===== src/rtl/tk1_spi_slave.sv =====
// tk1_spi_slave: SPI mode 0 target, pins oversampled into clk, valid/ready byte handshakes.
// Define TK1_SPI_SLAVE_RX_FIFO_EN for a 4-entry RX FIFO; otherwise RX storage is one register.
module tk1_spi_slave (
    input  logic       clk,
    input  logic       reset,
    input  logic       spi_ss,
    input  logic       spi_sck,
    input  logic       spi_mosi,
    output logic       spi_miso,
    output logic       spi_miso_en,
    input  logic [7:0] tx_data,
    input  logic       tx_data_vld,
    output logic       tx_ready,
    output logic [7:0] rx_data,
    output logic       rx_data_vld,
    input  logic       rx_data_ack,
    input  logic       clr_status,
    output logic       rx_overrun,
    output logic       tx_underrun,
    output logic       busy
);
    typedef enum logic [1:0] {CTRL_IDLE, CTRL_LOAD, CTRL_SHIFT} ctrl_t;
    ctrl_t r_state, w_next;
    logic [2:0] r_ss, r_sck;
    logic [1:0] r_mosi;
    logic       r_sck_rise, r_sck_fall, r_ss_rise, r_ss_fall;
    logic [2:0] r_bit_cnt;
    logic [7:0] r_rx_sr, r_tx_sr, r_hold;
    logic       r_hold_full, r_rx_overrun, r_tx_underrun;
    logic       w_shift, w_load, w_rise, w_push, w_accept, w_pop, w_wr;
    logic [7:0] w_byte;

    // Edge pulses are registered, so every action lands one clk after detection.
    always_ff @(posedge clk) begin
        if (reset) begin
            r_ss       <= 3'b111;
            r_sck      <= 3'b000;
            r_mosi     <= 2'b00;
            r_sck_rise <= 1'b0;
            r_sck_fall <= 1'b0;
            r_ss_rise  <= 1'b0;
            r_ss_fall  <= 1'b0;
        end else begin
            r_ss       <= {r_ss[1:0], spi_ss};
            r_sck      <= {r_sck[1:0], spi_sck};
            r_mosi     <= {r_mosi[0], spi_mosi};
            r_sck_rise <= r_sck[1] & ~r_sck[2];
            r_sck_fall <= ~r_sck[1] & r_sck[2];
            r_ss_rise  <= r_ss[1] & ~r_ss[2];
            r_ss_fall  <= ~r_ss[1] & r_ss[2];
        end
    end

    always_comb begin
        w_next   = r_ss_rise ? CTRL_IDLE :
                   (r_state == CTRL_IDLE && r_ss_fall) ? CTRL_LOAD :
                   (r_state == CTRL_LOAD) ? CTRL_SHIFT : r_state;
        w_shift  = (r_state == CTRL_SHIFT) && !r_ss_rise;
        w_load   = (r_state == CTRL_LOAD) || (w_shift && r_sck_fall && r_bit_cnt == 3'd0);
        w_rise   = w_shift && r_sck_rise;
        w_push   = w_rise && r_bit_cnt == 3'd7;
        w_byte   = {r_rx_sr[6:0], r_mosi[1]};
        w_accept = tx_data_vld && !r_hold_full;
        w_pop    = rx_data_ack && rx_data_vld;
    end

    always_ff @(posedge clk) begin
        if (reset) begin
            r_state       <= CTRL_IDLE;
            r_bit_cnt     <= 3'd0;
            r_rx_sr       <= 8'h00;
            r_tx_sr       <= 8'h00;
            r_hold        <= 8'h00;
            r_hold_full   <= 1'b0;
            r_tx_underrun <= 1'b0;
            r_rx_overrun  <= 1'b0;
        end else begin
            r_state       <= w_next;
            r_bit_cnt     <= (r_ss_rise || r_state == CTRL_LOAD) ? 3'd0 :
                             w_rise ? r_bit_cnt + 3'd1 : r_bit_cnt;
            r_rx_sr       <= r_ss_rise ? 8'h00 : w_rise ? w_byte : r_rx_sr;
            r_tx_sr       <= w_load ? (r_hold_full ? r_hold : 8'hff) :
                             (w_shift && r_sck_fall) ? {r_tx_sr[6:0], 1'b0} : r_tx_sr;
            r_hold        <= w_accept ? tx_data : r_hold;
            r_hold_full   <= w_accept || (r_hold_full && !w_load);
            r_tx_underrun <= (w_load && !r_hold_full) || (r_tx_underrun && !clr_status);
            r_rx_overrun  <= (w_push && !w_wr) || (r_rx_overrun && !clr_status);
        end
    end

`ifdef TK1_SPI_SLAVE_RX_FIFO_EN
    logic [7:0] r_mem [4];
    logic [1:0] r_wp, r_rp;
    logic [2:0] r_fill;
    // A pop in the same cycle frees the slot, so a push into a full FIFO still lands.
    assign w_wr        = w_push && (r_fill != 3'd4 || w_pop);
    assign rx_data     = r_mem[r_rp];
    assign rx_data_vld = r_fill != 3'd0;
    always_ff @(posedge clk) begin
        if (reset) begin
            for (int i = 0; i < 4; i++) r_mem[i] <= 8'h00;
            r_wp   <= 2'd0;
            r_rp   <= 2'd0;
            r_fill <= 3'd0;
        end else begin
            if (w_wr) r_mem[r_wp] <= w_byte;
            r_wp   <= r_wp + {1'b0, w_wr};
            r_rp   <= r_rp + {1'b0, w_pop};
            r_fill <= r_fill + {2'b00, w_wr} - {2'b00, w_pop};
        end
    end
`else
    logic [7:0] r_rx_data;
    logic       r_rx_vld;
    assign w_wr        = w_push && (!r_rx_vld || w_pop);
    assign rx_data     = r_rx_data;
    assign rx_data_vld = r_rx_vld;
    always_ff @(posedge clk) begin
        if (reset) begin
            r_rx_data <= 8'h00;
            r_rx_vld  <= 1'b0;
        end else begin
            r_rx_data <= w_wr ? w_byte : r_rx_data;
            r_rx_vld  <= w_wr || (r_rx_vld && !w_pop);
        end
    end
`endif

    assign spi_miso    = !r_ss[1] && r_tx_sr[7];
    assign spi_miso_en = !r_ss[1];
    assign busy        = !r_ss[1];
    assign tx_ready    = !r_hold_full;
    assign rx_overrun  = r_rx_overrun;
    assign tx_underrun = r_tx_underrun;
endmodule


===== config.mk =====
export PLATFORM = sky130hd
export DESIGN_NAME = tk1_spi_slave
export DESIGN_NICKNAME = d
export VERILOG_FILES = /design/src/rtl/tk1_spi_slave.sv
export SDC_FILE = /design/constraint.sdc
export NUM_CORES = 1
export LEC_CHECK = 0
export ABC_CLOCK_PERIOD_IN_PS = 3100
export BUFFER_PORTS_ARGS = -buffer_cell sky130_fd_sc_hd__buf_4
export CELL_PAD_IN_SITES_DETAIL_PLACEMENT = 0
export CELL_PAD_IN_SITES_GLOBAL_PLACEMENT = 1
export CORE_ASPECT_RATIO = 1.75
export CORE_MARGIN = 2
export CORE_UTILIZATION = 45
export DETAILED_ROUTE_END_ITERATION = 7
export PLACE_DENSITY_LB_ADDON = 0.25
export SETUP_SLACK_MARGIN = 0.15
export SYNTH_ARGS = -nofsm -noshare
export SYNTH_HDL_FRONTEND = slang
export SYNTH_SLANG_ARGS = --single-unit

===== constraint.sdc =====
create_clock -name clk -period 3.1 [get_ports clk]
set_input_delay 0 -clock clk [delete_from_list [all_inputs] [get_ports clk]]
set_output_delay 0 -clock clk [all_outputs]
set_load 0.005 [all_outputs]

==> run_results.csv <==
group,metric,value,unit
placed_design,dp_hpwl,2580,um
logic_synthesis,synth-edff-count,0,
floorplan,start_util,46.6,%
power_and_ir_drop,total_leakage_power,0.958,nW
sta,period_share,46.9,%
critical_path,worstSetupPathType,"reg2reg",
job,cap_violations,0,
global_route,grt_pass1_wl,6240,um
detailed_routing,drt-wirelength-per-cell,11.6,um
clocking,clkSlewWorstSetupHoldPaths,0.09,ns
global_route,antenna_found_initial,0,
power_and_ir_drop,power,1.22,mW
detailed_routing,wl,3660,um
power_and_ir_drop,max-vdd-ir-drop,0.000319,V
clocking,clk_latency,0.30,ns
global_route,grt_pass1_vias,1514,
min_path,min-delay-start,"rx_data_ack",
logic_synthesis,netlist_area,2030,sq um
detailed_routing,vias,1573,
logic_synthesis,synthArstFlopShare,0,%
min_path,hold_end,"rx_data_vld$_SDFF_PP0_",
floorplan,num_io_pins,31,
cells_and_area,n_antenna_cell,0,
global_route,grt_busiest_layer,"met2",
clocking,clock-root-buffer,"clkbuf_8",
critical_path,cp_max_fo,7,
global_route,grt-ovfl-total,0,
sta,drv_slew,0,
sta,max_slew.worst_pin.slew,0.541,ns
clocking,clock_sinks,52,
critical_path,critPathTopFamily,"simple AND/OR/NAND/NOR gates",
clocking,htree_levels,2,
cells_and_area,post-route-util,57.1,%
sta,fmax,688,MHz
logic_synthesis,ys_ff_latch,52,
sta,rsz0062_at_grt,"no",
global_route,grt_use_met2,30.4,%
critical_path,r2r-start,"r_bit_cnt[0]$_SDFFE_PP0P_",
power_and_ir_drop,pwr_density_cell,489,nW/um^2
logic_synthesis,yosysWarnings,0,
critical_path,required,3.31,ns
detailed_routing,drtIter0Drc,27,
critical_path,rrSetupSlack,1.65,ns
detailed_routing,ant_nets,0,
clocking,cts_tree,"built",
floorplan,core_area,4360,sq um
floorplan,die_y,92.9,um
cells_and_area,drive_gt1_share,16.6,%
sta,finClkSkew,0.00707,ns
logic_synthesis,ys_seq_area_share,51.2,%
detailed_routing,vias_per_cell,4.98,
critical_path,cp_slowest_cell,"nor2b_1",
global_route,grt_max_degree,43,
detailed_routing,drc,0,
sta,max-slew-margin-rel,63.9,%
critical_path,r2r_cells,5,
logic_synthesis,synth_flop_cell,"dfxtp_1",
sta,fin_crit,1.45,ns
placed_design,gp_congestion,0.726,
critical_path,cp.depth,5,
global_route,use_met1,16.4,%
min_path,hold_class,"in2reg",
critical_path,path_cells,"inv_1 -> ha_1 -> nor2b_1 -> nor3_1 -> o32ai_1",
sta,tns,0,ns
sta,final-setup-viol-count,0,
detailed_routing,drtPass1Iterations,4,
floorplan,design.die.area,5090,sq um
critical_path,cpPeakStageDelay,0.42,ns
critical_path,cp-end-kind,"register",
placed_design,io_buffers,30,
clocking,numCtsBuffers,5,
global_route,gr-usage-all-layers,16.5,%
critical_path,startpoint_type,"register",
logic_synthesis,synth.avg_cell_area,8.91,sq um
critical_path,critical_path_buf_inv_count,1,
logic_synthesis,synthCells,228,
min_path,whs_path_depth,4,
sta,final-hold-violation-count,0,
cells_and_area,syn_to_final_growth,22.7,%
floorplan,num_rows,32,
floorplan,fp.dieW,54.8,um
logic_synthesis,syn_nets,247,
clocking,clock_path_buffers,2,
critical_path,arrival,1.67,ns
global_route,met3_usage,3.39,%
critical_path,r2r-end,"r_tx_sr[2]$_SDFFE_PP0P_",
outcome,status,"completed",
logic_synthesis,ys_types,30,
cells_and_area,final_nets,283,
-- flip-flops by register name, summed over array words and instances (netlist names) --
register     count
r_bit_cnt        3
r_hold           8
r_hold_full      1
r_mosi           2
r_rx_sr          7
r_sck            3
r_sck_fall       1
r_sck_rise       1
r_ss             3
r_ss_fall        1
r_ss_rise        1
r_state          2
r_tx_sr          8
rx_data          8
rx_data_vld      1
rx_overrun       1
tx_underrun      1
-- timing repair --
item                                   in CTS  in global routing
setup buffers                               0                  0
endpoints found under the hold margin      11                  0
hold buffers                               11                  0
resized for setup                           0                  0
-- logic make-up after synthesis --
logic type	count (synthesis)	synth area share, %
compound gates	43	13.5
fa+ha+maj	3	1.85
buf+inv	29	5.79
flops	52	51.2
mux	8	3.94
simple gates	93	23.7
-- report_power, final --
group / internal, mW / leakage, nW / switching [mW] / total, mW
sequential: 0.683 / 0.422 / 0.00824 / 0.691
clock: 0.240 / 0.0552 / 0.209 / 0.448
combinational: 0.0428 / 0.481 / 0.0366 / 0.0795
-- worst max-delay path by stage --
stage,from,end
5_1_grt,r_bit_cnt[0]$_SDFFE_PP0P_,r_tx_sr[2]$_SDFFE_PP0P_
3_5_place_dp,r_state[1]$_SDFFE_PP0P_,r_tx_sr[2]$_SDFFE_PP0P_
2_1_floorplan,r_bit_cnt[0]$_SDFFE_PP0P_,rx_data[0]$_SDFFE_PP0P_
4_1_cts,r_state[1]$_SDFFE_PP0P_,r_tx_sr[2]$_SDFFE_PP0P_
6_report,r_bit_cnt[0]$_SDFFE_PP0P_,r_tx_sr[2]$_SDFFE_PP0P_
3_3_place_gp,r_state[1]$_SDFFE_PP0P_,r_tx_sr[2]$_SDFFE_PP0P_
-- cell type report --
class	instances	area (sq um)
fillers	411	1870
clock inverters	2	35.0
well taps	51	63.8
repair buffers	43	350
clock buffers	6	72.6
inverters	15	56.3
multi-input cells	147	873
flip-flops and latches	52	1040
-- through the flow --
step	instances	setup slack [ns]	cell area (sq um)	hold WS (ns)
3_3_place_gp	297	1.70	2270	0.186
6_report	316	1.65	2490	0.0447
5_1_grt	316	1.45	2490	0.0691
4_1_cts	316	1.64	2490	0.0406
2_1_floorplan	228	1.82	2030	0.0791
3_5_place_dp	297	1.66	2270	0.188
-- per-layer routing --
layer	routed length [um]	up-vias	part of all wire, %
met4	80	0	2.2
met3	140	7	3.8
met5	0	-	0
met2	1970	32	54
li1	-	829	-
met1	1460	705	40
-- worst reg2reg max path, cell delays in order, from the launching register on --
cell and delay [ns]:
dfxtp_1 0.34, inv_1 0.08, ha_1 0.16, nor2b_1 0.42
nor3_1 0.10, o32ai_1 0.28
-- layout by cell type, fill, tap and decap left out, drive strengths merged, types with 2 or more instances in the layout --
master and n:
dfxtp 52, nand2 38, buf 32, a21oi 23
nand2b 20, inv 14, dlygate4sd3 11, nor2b 10
mux2i 8, nor3 8, a211oi 7, o32ai 7
nor2 6, clkbuf 6, or2 4, ha 3
nand4bb 2, nor3b 2, clkinv 2
-- Yosys cell counts (all sizes together), types with 4 or more instances --
cell type / instances / share of area, %
dfxtp: 52 / 51
nand2: 38 / 7.0
a21oi: 23 / 5.7
nand2b: 20 / 6.2
inv: 14 / 2.6
nor2b: 10 / 3.1
clkbuf: 8 / 1.5
mux2i: 8 / 3.9
nor3: 8 / 2.0
a211oi: 7 / 2.6
o32ai: 7 / 3.0
buf: 6 / 1.5
nor2: 6 / 1.1
or2: 4 / 1.2
No activity file was read; power rests on OpenSTA's default activity.
